### src/rtl/i2c_ov7670_cfg_ctrl_if.sv
// Register-write handshake between the OV7670 config sequencer and the
// SCCB/I2C write engine.
interface i2c_ov7670_cfg_ctrl_if;
  logic       i2c_req;
  logic [7:0] i2c_slave_addr;
  logic [7:0] i2c_reg_addr;
  logic [7:0] i2c_wr_data;
  logic       i2c_done;
  logic       i2c_nack;

  // sequencer side
  modport master (
    output i2c_req, i2c_slave_addr, i2c_reg_addr, i2c_wr_data,
    input  i2c_done, i2c_nack
  );

  // write-engine side
  modport slave (
    input  i2c_req, i2c_slave_addr, i2c_reg_addr, i2c_wr_data,
    output i2c_done, i2c_nack
  );
endinterface

### src/rtl/i2c_ov7670_cfg_ctrl.sv
// OV7670 configuration sequencer: waits out sensor power-up, walks the
// register LUT and issues one SCCB write per entry, retrying failed writes
// and inserting a long settle after a soft-reset write.
module i2c_ov7670_cfg_ctrl #(
  parameter int unsigned LUT_SIZE   = 165,
  parameter logic [7:0]  SLAVE_ADDR = 8'h42,
  parameter logic [23:0] PWR_DLY    = 24'd1_000_000,
  parameter logic [15:0] GAP_DLY    = 16'd500,
  parameter logic [23:0] SRST_DLY   = 24'd100_000,
  parameter logic [15:0] TIMEOUT    = 16'd60_000,
  parameter int unsigned MAX_RETRY  = 2
) (
  input  logic                          clk,
  input  logic                          rst,
  input  logic                          cfg_start,
  output logic [7:0]                    lut_index,
  input  logic [15:0]                   lut_data,
  i2c_ov7670_cfg_ctrl_if.master         i2c,
  output logic                          cfg_busy,
  output logic                          cfg_done,
  output logic                          cfg_error
);

  localparam int unsigned RW = $clog2(MAX_RETRY + 2);
  localparam logic [7:0]    LAST_IDX  = 8'(LUT_SIZE - 1);
  localparam logic [RW-1:0] RETRY_MAX = RW'(MAX_RETRY);

  typedef enum logic [2:0] {
    PWR_WAIT, LOAD, ISSUE, WAIT_ACK, GAP, DONE, FAIL
  } state_t;

  state_t        state, state_nx;
  logic [23:0]   dcnt;     // power-up count-up, then gap/settle count-down
  logic [15:0]   tcnt;     // cycles spent in WAIT_ACK
  logic          tmo;      // registered timeout hit
  logic [RW-1:0] retry;
  logic [7:0]    reg_q, dat_q;

  logic ack, fail_ev, pwr_end, srst_wr;

  // A completion in the same cycle as the timeout is taken as the result.
  assign ack     = i2c.i2c_done & ~i2c.i2c_nack;
  assign fail_ev = i2c.i2c_done ? i2c.i2c_nack : tmo;
  assign pwr_end = (dcnt == PWR_DLY - 24'd1);
  // COM7 with the reset bit set resets all sensor registers; it needs a long settle.
  assign srst_wr = (reg_q == 8'h12) & dat_q[7];

  assign i2c.i2c_req        = (state == ISSUE);
  assign i2c.i2c_slave_addr = SLAVE_ADDR;
  assign i2c.i2c_reg_addr   = reg_q;
  assign i2c.i2c_wr_data    = dat_q;

  // State register.
  always_ff @(posedge clk) begin
    if (rst) state <= PWR_WAIT;
    else     state <= state_nx;
  end

  // Next-state decode.
  always_comb begin
    state_nx = state;
    case (state)
      PWR_WAIT: if (pwr_end) state_nx = LOAD;
      LOAD:     state_nx = ISSUE;
      ISSUE:    state_nx = WAIT_ACK;
      WAIT_ACK: begin
        if (ack)          state_nx = GAP;
        else if (fail_ev) state_nx = (retry < RETRY_MAX) ? ISSUE : FAIL;
      end
      GAP:      if (dcnt == 24'd0) state_nx = (lut_index == LAST_IDX) ? DONE : LOAD;
      DONE,
      FAIL:     if (cfg_start) state_nx = PWR_WAIT;
      default:  state_nx = PWR_WAIT;
    endcase
  end

  // Counters, latched write data, LUT index and status flags.
  always_ff @(posedge clk) begin
    if (rst) begin
      dcnt      <= '0;
      tcnt      <= '0;
      tmo       <= 1'b0;
      retry     <= '0;
      lut_index <= '0;
      reg_q     <= '0;
      dat_q     <= '0;
      cfg_busy  <= 1'b1;
      cfg_done  <= 1'b0;
      cfg_error <= 1'b0;
    end else begin
      case (state)
        PWR_WAIT: dcnt <= pwr_end ? 24'd0 : dcnt + 24'd1;
        LOAD: begin
          reg_q <= lut_data[15:8];
          dat_q <= lut_data[7:0];
        end
        ISSUE: begin
          tcnt <= '0;
          tmo  <= 1'b0;
        end
        WAIT_ACK: begin
          tcnt <= tcnt + 16'd1;
          // Registered compare keeps the counter out of the next-state path.
          tmo  <= (tcnt == TIMEOUT - 16'd1);
          if (ack) begin
            retry <= '0;
            dcnt  <= srst_wr ? SRST_DLY : {8'd0, GAP_DLY};
          end else if (fail_ev && retry < RETRY_MAX) begin
            retry <= retry + RW'(1);
          end
        end
        GAP: begin
          if (dcnt != 24'd0)             dcnt      <= dcnt - 24'd1;
          else if (lut_index != LAST_IDX) lut_index <= lut_index + 8'd1;
        end
        DONE, FAIL: begin
          if (cfg_start) begin
            lut_index <= '0;
            retry     <= '0;
            dcnt      <= '0;
          end
        end
        default: ;
      endcase
      cfg_done  <= (state_nx == DONE);
      cfg_error <= (state_nx == FAIL);
      cfg_busy  <= (state_nx != DONE) && (state_nx != FAIL);
    end
  end

endmodule

### src/flat_wrapper.sv
// flat-port wrapper written by rule: the top's interface ports become plain ports
module i2c_ov7670_cfg_ctrl_flat 
#(
  parameter int unsigned LUT_SIZE   = 165,
  parameter logic [7:0]  SLAVE_ADDR = 8'h42,
  parameter logic [23:0] PWR_DLY    = 24'd1_000_000,
  parameter logic [15:0] GAP_DLY    = 16'd500,
  parameter logic [23:0] SRST_DLY   = 24'd100_000,
  parameter logic [15:0] TIMEOUT    = 16'd60_000,
  parameter int unsigned MAX_RETRY  = 2
)
  (clk, rst, cfg_start, lut_index, lut_data, cfg_busy, cfg_done, cfg_error, i2c_i2c_req, i2c_i2c_slave_addr, i2c_i2c_reg_addr, i2c_i2c_wr_data, i2c_i2c_done, i2c_i2c_nack);
  i2c_ov7670_cfg_ctrl_if i2c_i ();
  input  logic clk;
  input  logic rst;
  input  logic cfg_start;
  output logic [7:0] lut_index;
  input  logic [15:0] lut_data;
  output logic cfg_busy;
  output logic cfg_done;
  output logic cfg_error;
  output wire logic [$bits(i2c_i.i2c_req)-1:0] i2c_i2c_req;
  output wire logic [$bits(i2c_i.i2c_slave_addr)-1:0] i2c_i2c_slave_addr;
  output wire logic [$bits(i2c_i.i2c_reg_addr)-1:0] i2c_i2c_reg_addr;
  output wire logic [$bits(i2c_i.i2c_wr_data)-1:0] i2c_i2c_wr_data;
  input wire logic [$bits(i2c_i.i2c_done)-1:0] i2c_i2c_done;
  input wire logic [$bits(i2c_i.i2c_nack)-1:0] i2c_i2c_nack;
  assign i2c_i2c_req = i2c_i.i2c_req;
  assign i2c_i2c_slave_addr = i2c_i.i2c_slave_addr;
  assign i2c_i2c_reg_addr = i2c_i.i2c_reg_addr;
  assign i2c_i2c_wr_data = i2c_i.i2c_wr_data;
  assign i2c_i.i2c_done = i2c_i2c_done;
  assign i2c_i.i2c_nack = i2c_i2c_nack;
  i2c_ov7670_cfg_ctrl #(.LUT_SIZE(LUT_SIZE), .SLAVE_ADDR(SLAVE_ADDR), .PWR_DLY(PWR_DLY), .GAP_DLY(GAP_DLY), .SRST_DLY(SRST_DLY), .TIMEOUT(TIMEOUT), .MAX_RETRY(MAX_RETRY)) u_core (.clk(clk), .rst(rst), .cfg_start(cfg_start), .lut_index(lut_index), .lut_data(lut_data), .i2c(i2c_i), .cfg_busy(cfg_busy), .cfg_done(cfg_done), .cfg_error(cfg_error));
endmodule
### config.mk
export PLATFORM = sky130hd
export DESIGN_NAME = i2c_ov7670_cfg_ctrl_flat
export DESIGN_NICKNAME = d
export VERILOG_FILES = /design/src/rtl/i2c_ov7670_cfg_ctrl_if.sv /design/src/rtl/i2c_ov7670_cfg_ctrl.sv /design/src/flat_wrapper.sv
export SDC_FILE = /design/constraint.sdc
export NUM_CORES = 1
export LEC_CHECK = 0
export BUFFER_PORTS_ARGS = -buffer_cell sky130_fd_sc_hd__buf_2
export CORE_MARGIN = 2
export CORE_UTILIZATION = 28
export DETAILED_ROUTE_END_ITERATION = 10
export PLACE_DENSITY_LB_ADDON = 0.3
export SYNTH_ARGS = -nofsm -noshare
export SYNTH_HDL_FRONTEND = slang
export SYNTH_SLANG_ARGS = --single-unit
### constraint.sdc
create_clock -name clk -period 2.8 [get_ports clk]
set_input_delay 0.28 -clock clk [delete_from_list [all_inputs] [get_ports clk]]
set_output_delay 0.28 -clock clk [all_outputs]
set_load 0.01 [all_outputs]
After elaboration in Yosys (flattened, before gate mapping). Cells that the tools add are included.

$add $sub $neg: 5. Divide/modulo/power cells: 0. Multiply operators: 0. Magnitude comparators: 1. Reductions and logical operators: 13. Eq/ne operators: 21. Shifts and indexed selects: 0. Muxes and demuxes: 25. Bitwise logic cells: 3.

Operators by type and width (number): $mux W24 (4); $pmux W24 S4 (1); $pmux W16 S2 (1); $add A24 B1 Y24 const B (1); $eq A24 B20 Y1 const B (1); $logic_not A24 Y1 (1); $mux W8 (3); $reduce_bool A24 Y1 (1); $sub A24 B1 Y24 const B (1); $mux W3 (7); $pmux W3 S6 (1); $mux W17 (1); $add A16 B1 Y16 const B (1); $eq A16 B16 Y1 const B (1); $pmux W8 S2 (1); $eq A3 B3 Y1 const B (5); $add A8 B1 Y8 const B (1); $eq A8 B5 Y1 const B (1); $eq A8 B8 Y1 const B (1); $ne A8 B8 Y1 const B (1); $reduce_and A4 Y1 (2); $eq A3 B2 Y1 const B (2); $mux W2 (3); $ne A2 B1 Y1 const B (3); other kinds (17) (23).

Output and inout port bits: 36. Input port bits: 21. Memory bits (writable): 0. Bits in read-only memories: 0. Bits in latches: 0. Flip-flop bits (word level): 73. Memories kept: 0. Word-level logic and storage cells: 79.

Depth between registers and ports, before layout. Gate-level depths: netlist of run 1.

Word-level depth: 7. Mapped depth: 9. Gate-level depth less buffers: 8.

Worst setup path after synthesis of run 1. OpenSTA, ideal clock, no wires.

Kind: flip-flop to flip-flop. Start: register u_core.dcnt[0]. End: register u_core.dcnt[15]. Cell stages (with the launch flop): 9. Path slack: 0.750 ns. Data required time: 2.665 ns. Library setup time: 0.135 ns. Buffers on the path: 1. Arrival time: 1.915 ns. Path through: dfxtp_1 ha_1 and4_1 nand2_1 o31a_1 buf_6 a221o_1 a21oi_1 a211oi_1.

Word-level cells in the longest chain between the ends: 3.

RTL lines: start, declared (line i2c_ov7670_cfg_ctrl.sv:33) `logic [23:0] dcnt;`; start signal, assigned (line i2c_ov7670_cfg_ctrl.sv:92) `PWR_WAIT: dcnt <= pwr_end ? 24'd0 : dcnt + 24'd1;`; start signal, assigned (line i2c_ov7670_cfg_ctrl.sv:107) `dcnt <= srst_wr ? SRST_DLY : {8'd0, GAP_DLY};`; start signal, assigned (line i2c_ov7670_cfg_ctrl.sv:113) `if (dcnt != 24'd0) dcnt <= dcnt - 24'd1;`; $sub A24 B1 Y24 (tied with other cells) (line i2c_ov7670_cfg_ctrl.sv:113); $mux W24 (tied with other cells) (line i2c_ov7670_cfg_ctrl.sv:113); $pmux W24 S4 / $reduce_and A4 Y1 (equally long branches).

Several ways; a longest one is shown, not always the timed one. The select of a mux whose other input is x is not followed. A chain may end at the register's enable or synchronous reset.

Final worst setup path of run 1. Ends and elaborated chain as after synthesis.

==> results of run 1 <==
[critical path, stage by stage (launching register included)]
cell and delay (ns):
dfxtp_1 0.46, ha_1 0.30, and4_1 0.31, nand2_1 0.14
o31a_2 0.55, a221o_1 0.38, a21oi_1 0.18, a211oi_1 0.07
[area by class of cell]
| class | count | area, um2 | share of cell area [%] |
|---|---|---|---|
| inverter | 14 | 52.6 | 1.01 |
| clock inverter | 6 | 70.1 | 1.34 |
| tap | 216 | 270 | 5.18 |
| sequential | 73 | 1460 | 28.0 |
| clock buffer | 9 | 225 | 4.31 |
| timing repair buffer | 69 | 398 | 7.62 |
| multi-input combinational | 458 | 2740 | 52.5 |
[registers in the layout, summed over array words and instances, names as in the netlist]
register	flops
u_core.i2c.i2c_wr_data	8
u_core.cfg_done	1
u_core.i2c.i2c_reg_addr	8
u_core.retry	2
u_core.tcnt	16
u_core.tmo	1
u_core.state	3
u_core.lut_index	8
u_core.dcnt	24
u_core.cfg_busy	1
u_core.cfg_error	1
[stage by stage]
step                power (W)  area [um2]  hold WS, ns  worst slack, ns
detailed placement    0.00131        4920        0.448            0.272
global route          0.00255        5220        0.166            0.136
finish                0.00245        5220        0.165            0.299
CTS                   0.00248        5220        0.155            0.268
global placement      0.00131        4920        0.441            0.360
floorplan             0.00125        4540        0.372            0.750
[power by group through the flow]
stage	logic [W]	clock network, W	registers, W
after floorplan	0.000175	0	0.00107
after global placement	0.000230	0	0.00108
after detailed placement	0.000232	0	0.00108
after CTS	0.000233	0.00119	0.00106
after global routing	0.000259	0.00124	0.00106
final	0.000235	0.00116	0.00106
[logic make-up (layout without fill, tap and decap cells)]
kind of cell	after synthesis	in the layout
AO/OA/AOI/OAI	158	158
XOR/XNOR	17	17
adder cells (fa/ha/maj)	6	6
buffers and inverters	67	98
flip-flops	73	73
multiplexers	1	1
other	2	8
AND/OR/NAND/NOR	268	268
[layer usage]
metal | GRT usage [%] | vias to the layer above | routed length (um) | part of all wire, %
li1 | - | 2210 | - | -
met1 | 20.8 | 2173 | 5850 | 46
met2 | 25.8 | 171 | 5930 | 46
met3 | 4.32 | 16 | 833 | 6.5
met4 | 5.32 | 0 | 172 | 1.3
met5 | 0 | - | 0 | 0
[worst min-delay path by stage]
stage               cells past startpoint                                       to  slack (ns)                                   start
global placement                        2   u_core.i2c.i2c_wr_data[6]$_SDFFE_PP0P_        0.44  u_core.i2c.i2c_wr_data[6]$_SDFFE_PP0P_
floorplan                               1               u_core.state[2]$_SDFF_PP0_        0.37                                     rst
global route                            3  u_core.i2c.i2c_reg_addr[2]$_SDFFE_PP0P_        0.17                            lut_data[10]
detailed placement                      2   u_core.i2c.i2c_wr_data[4]$_SDFFE_PP0P_        0.45  u_core.i2c.i2c_wr_data[4]$_SDFFE_PP0P_
CTS                                     3   u_core.i2c.i2c_wr_data[0]$_SDFFE_PP0P_        0.16                             lut_data[0]
finish                                  3   u_core.i2c.i2c_wr_data[0]$_SDFFE_PP0P_        0.16                             lut_data[0]
[cell usage in the layout (no fill, tap or decap), types with 6 or more instances in the layout]
cell type and instances:
dfxtp_1 73, nand2_1 67, nor2_1 64, a21oi_1 60, buf_2 48, nor3_1 22
buf_4 21, nand3_1 19, o21ai_0 18, xor2_1 14, inv_1 14, nand4_1 14
and3_1 13, nor4_1 11, a31oi_1 10, and2_1 9, o22ai_1 9, a211oi_1 9
clkbuf_16 9, conb_1 8, nand2b_1 7, a311oi_1 6, o221ai_1 6, ha_1 6
==> flow_summary_export.csv, run 1 <==
group,metric,value,unit
power,internal-power,0.00181,W
power,leakagePower,1.97,nW
clock_network,cts-buffers-inserted,9,
timing,fin_skew,0.00967,ns
timing,hold_viol_final,0,
floorplan,fp.dieArea,0.0172,mm2
synth,synth_most_common_cell,"dfxtp_1",
clock_network,cts_resized,0,
finish,area_growth,15.6,%
route,dr_total_vias,4570,
finish,post-route-util,33.0,%
worst_setup_path,critPathRequiredTime,3.03,ns
synth,ys.flop_type,"dfxtp_1",
floorplan,start_util,28.5,%
power,power.density,470,mW/mm2
synth,ys_warn_count,0,
synth,synth_seq_cells,73,
synth,synth.area.mux_share,0.222,%
clock_network,cts_tree,"built",
worst_setup_path,critPathCaptureType,"register",
floorplan,rows,46,
job,maxCapViolCount,0,
finish,drive_gt1_share,16.7,%
floorplan,io_pins,57,
worst_setup_path,rrSetupSlack,0.30,ns
timing,worst_pin_slew,0.684,ns
synth,synth_area_leaders,"dfxtp_1 32%, a21oi_1 6.6%, nand2_1 5.6%",
global_route,antenna_found_initial,0,
finish,nets,652,
synth,synth-simple-area-share,31.4,%
global_route,grt_remaining_overflow,0,
timing,max_freq,400,MHz
route,wl_per_cell,15.1,um
finish,nFillCells,1673,
floorplan,die_height,131,um
worst_setup_path,cp-start-kind,"register",
timing,rsz0062_at_grt,"false",
synth,synthArstFlopShare,0,%
clock_network,cts_buffer_depth,2,
worst_setup_path,crit_arrival,2.73,ns
clock_network,hold_buffers,0,
global_route,grt_pass1_wl,21.8,mm
worst_setup_path,cp-startpoint,"u_core.dcnt[0]$_SDFFE_PP0P_",
finish,antenna_cells,0,
synth,synth.avg_cell_area,7.63,um2
outcome,status,"complete, no violations",
clock_network,clk_pin_slew,0.06,ns
timing,setup_viol,0,
placed_design,placedCellCount,830,
worst_setup_path,crit-reg2reg-launch,"u_core.dcnt[0]$_SDFFE_PP0P_",
synth,synth_fa_ha_area_share,1.66,%
global_route,grt_pass1_vias,4391,
placed_design,dpl.hpwl,9.06,mm
synth,yosysSeqAreaShare,32.4,%
power,ir_drop,0.000423,V
power,p_clk_share,47.4,%
synth,synth_top_area_share,32.4,%
clock_network,cts.sink_count,73,
route,viasPerCell,5.41,
worst_setup_path,path_class,"register to register",
floorplan,die_w,131,um
timing,min_period,2.50,ns
worst_setup_path,worstPathMaxFanout,18,
synth,synth_compound_area_share,23.4,%
timing,fin_crit_sh,89.3,%
global_route,grtUsageTotal,16.0,%
synth,synth_common_cells,"73 x dfxtp_1, 67 x nand2_1, 64 x nor2_1",
clock_network,insertion_delay,0.35,ns
placed_design,routabilityCongestion,0.879,
timing,slew_violations,0,
timing,fin_setup_tns,0,ns
timing,slew_headroom,54.2,%
placed_design,portBuffers,48,
power,combinationalPowerShare,9.6,%
clock_network,post_cts_buffers,0,
global_route,grt_max_degree,27,
route,drtIter0Drc,364,
synth,synth-xor-area-share,3.30,%
synth,netlist_instances,592,
finish,layout.cells.non_filler,845,
worst_setup_path,timing.rr.end,"u_core.dcnt[15]$_SDFFE_PP0P_",
power,p_sw,0.000640,W
worst_setup_path,endpoint,"u_core.dcnt[15]$_SDFFE_PP0P_",
synth,netlist-cell-type-count,69,
hold_path,holdCritPathClass,"input pin to register",
power,p_sw_share,26.1,%
floorplan,core_area,0.0158,mm2
power,share_seq_of_total_power,43.1,%
synth,synth_top_family_by_area,"simple AND/OR/NAND/NOR gates",
synth,synth_edf_count,0,
synth,yosysTopAreaCell,"dfxtp_1",
clock_network,cts-root-buf,"clkbuf_16",
worst_setup_path,rr_worst_depth,7,
route,ant_nets,0,
route,dr.pass1.iters,5,
route,drc,0,
synth,synth_area,0.00452,mm2
clock_network,cts.htree.levels,3,
route,finalWirelength,12.8,mm
(Power assumes the default switching activity.)
==> inputs of run 2 (changes only) <==
Settings changed: CAP_MARGIN from default to 20.
Clock period 2.8 ns to 2.2 ns, I/O delays scaled along.
==> run 2 against run 1 <==
Compared with the run above: cell count grew 6.3%; sequential share of layout area shrank 2.4 points; total power grew 28%; critical path depth grew 2; worst hold slack lost 0.052 ns; count of clock-buffer cells in the layout grew 2; die area is the same; via count grew 3.8%; critical endpoint is now u_core.dcnt[16]$_SDFFE_PP0P_; largest power group unchanged.
==> flow_summary_export.csv, run 2 (synthesized netlist as in run 1, its figures left out) <==
group,metric,value,unit
outcome,status,"complete, no violations",
power,ir_drop,0.000347,V
global_route,grt_remaining_overflow,0,
global_route,grt_pass1_wl,22.5,mm
power,p_sw_share,26.4,%
route,ant_nets,0,
clock_network,cts_buffer_depth,2,
clock_network,cts-root-buf,"clkbuf_16",
worst_setup_path,cp-start-kind,"register",
route,viasPerCell,5.28,
job,maxCapViolCount,0,
route,dr_total_vias,4745,
global_route,grt_max_degree,31,
worst_setup_path,crit_family,"compound AO/OA/AOI/OAI gates",
worst_setup_path,critPathBufInv,3,
clock_network,cts.htree.levels,3,
worst_setup_path,slowest_stage,"o31a_1",
floorplan,die_w,131,um
power,combinationalPowerShare,12.1,%
global_route,grt_pass1_vias,4567,
power,leakagePower,2.26,nW
finish,antenna_cells,0,
floorplan,rows,46,
clock_network,cts.sink_count,73,
worst_setup_path,slowest_delay,0.37,ns
power,share_seq_of_total_power,42.5,%
clock_network,insertion_delay,0.34,ns
floorplan,die_height,131,um
placed_design,portBuffers,48,
worst_setup_path,path_class,"register to register",
power,p_clk_share,45.5,%
timing,fin_crit_sh,95.4,%
power,power.density,553,mW/mm2
placed_design,routabilityCongestion,0.878,
worst_setup_path,critPathCaptureType,"register",
floorplan,start_util,28.5,%
clock_network,clk_pin_slew,0.06,ns
hold_path,holdCritPathClass,"input pin to register",
timing,setup_viol,0,
finish,largest_register_ffs,24,
timing,slew_violations,0,
clock_network,cts-buffers-inserted,9,
worst_setup_path,path_cells,"buf_4 > nor3_1 > nand4_2 > o31a_1 > buf_12 > o21ai_1 > buf_4 > a21oi_1 > a211oi_1",
power,internal-power,0.00232,W
timing,fin_setup_tns,0,ns
timing,fin_skew,0.00396,ns
route,routed-wl-met3,710,um
timing,slew_headroom,65.7,%
route,dr.pass1.iters,6,
route,route.met2.wl,6.26,mm
route,finalWirelength,13.4,mm
clock_network,cts_tree,"built",
floorplan,fp.dieArea,0.0172,mm2
floorplan,io_pins,57,
route,drc,0,
timing,min_period,2.10,ns
route,wl_per_cell,14.9,um
route,met1_length,6.20,mm
timing,max_freq,476,MHz
finish,drive_gt1_share,24.0,%
worst_setup_path,crit_top_cell,"buf_4",
floorplan,core_area,0.0158,mm2
global_route,antenna_found_initial,0,
power,p_sw,0.000831,W
finish,final_cell_mix,"73 x dfxtp_1, 67 x nand2_1, 67 x buf_4",
finish,layout_commonest_cell,"dfxtp_1",
route,drtIter0Drc,332,
route,topRoutingLayerUsed,"met4",
finish,post-route-util,36.0,%
timing,hold_viol_final,0,
placed_design,dpl.hpwl,9.75,mm
finish,area_growth,26.2,%
finish,largest_registers,"u_core.dcnt: 24 flops, u_core.tcnt: 16 flops",
global_route,grtUsageTotal,16.3,%
timing,worst_pin_slew,0.509,ns
finish,top_register,"u_core.dcnt",
worst_setup_path,crit_arrival,2.35,ns
worst_setup_path,worstPathMaxFanout,14,
worst_setup_path,critPathRequiredTime,2.45,ns
finish,nets,704,
==> run 2: power by group through the flow <==
stage               registers, W  logic [W]  clock network (W)
detailed placement       0.00137   0.000368                  0
CTS                      0.00134   0.000370            0.00147
floorplan                0.00137   0.000222                  0
global placement         0.00137   0.000366                  0
global route             0.00134   0.000420            0.00153
finish                   0.00134   0.000380            0.00143
==> run 2: path summary, 6_finish.rpt <==
check	slack, ns	cells past startpoint	startpoint	end
max reg2reg	0.10	9	u_core.dcnt[18]$_SDFFE_PP0P_	u_core.dcnt[16]$_SDFFE_PP0P_
max	0.10	9	u_core.dcnt[18]$_SDFFE_PP0P_	u_core.dcnt[16]$_SDFFE_PP0P_
min reg2reg	0.45	2	u_core.i2c.i2c_wr_data[1]$_SDFFE_PP0P_	u_core.i2c.i2c_wr_data[1]$_SDFFE_PP0P_
min	0.11	3	lut_data[5]	u_core.i2c.i2c_wr_data[5]$_SDFFE_PP0P_
==> run 2: timing repair <==
action | CTS | global route
setup buffers | 0 | 2
hold buffers | 0 | 0
resized for setup | 0 | 10
endpoints found under the setup margin | 0 | 20
==> run 2: metrics by stage <==
stage | instance area (um2) | setup WS (ns) | cells | total power [W] | hold WS [ns]
floorplan | 4540 | 0.150 | 598 | 0.00159 | 0.312
global placement | 5320 | 0.102 | 878 | 0.00173 | 0.441
detailed placement | 5320 | 0.0895 | 878 | 0.00173 | 0.446
CTS | 5610 | 0.0673 | 894 | 0.00318 | 0.105
global route | 5700 | -0.00336 | 898 | 0.00328 | 0.121
finish | 5700 | 0.100 | 898 | 0.00315 | 0.112
==> run 2: metal layers <==
layer  GRT usage, %  up-vias
li1               -     2313
met3           2.73       16
met1           22.2     2254
met5              0        -
met4           6.82        0
met2           25.7      162
==> run 2: area by class of cell <==
| cell class | instances | area [um2] |
|---|---|---|
| fill | 1669 | 10100 |
| multi-input combinational | 459 | 2800 |
| sequential | 73 | 1460 |
| timing repair buffer | 120 | 828 |
| tap | 216 | 270 |
| clock buffer | 11 | 253 |
| inverter | 14 | 52.6 |
| clock inverter | 5 | 37.5 |
==> run 2: worst min-delay path, delay by kind of cell <==
family / cells / cell delay [ns]
AND/OR/NAND/NOR: 1 / 0.04
AO/OA/AOI/OAI: 1 / 0.05
buffers and inverters: 1 / 0.09
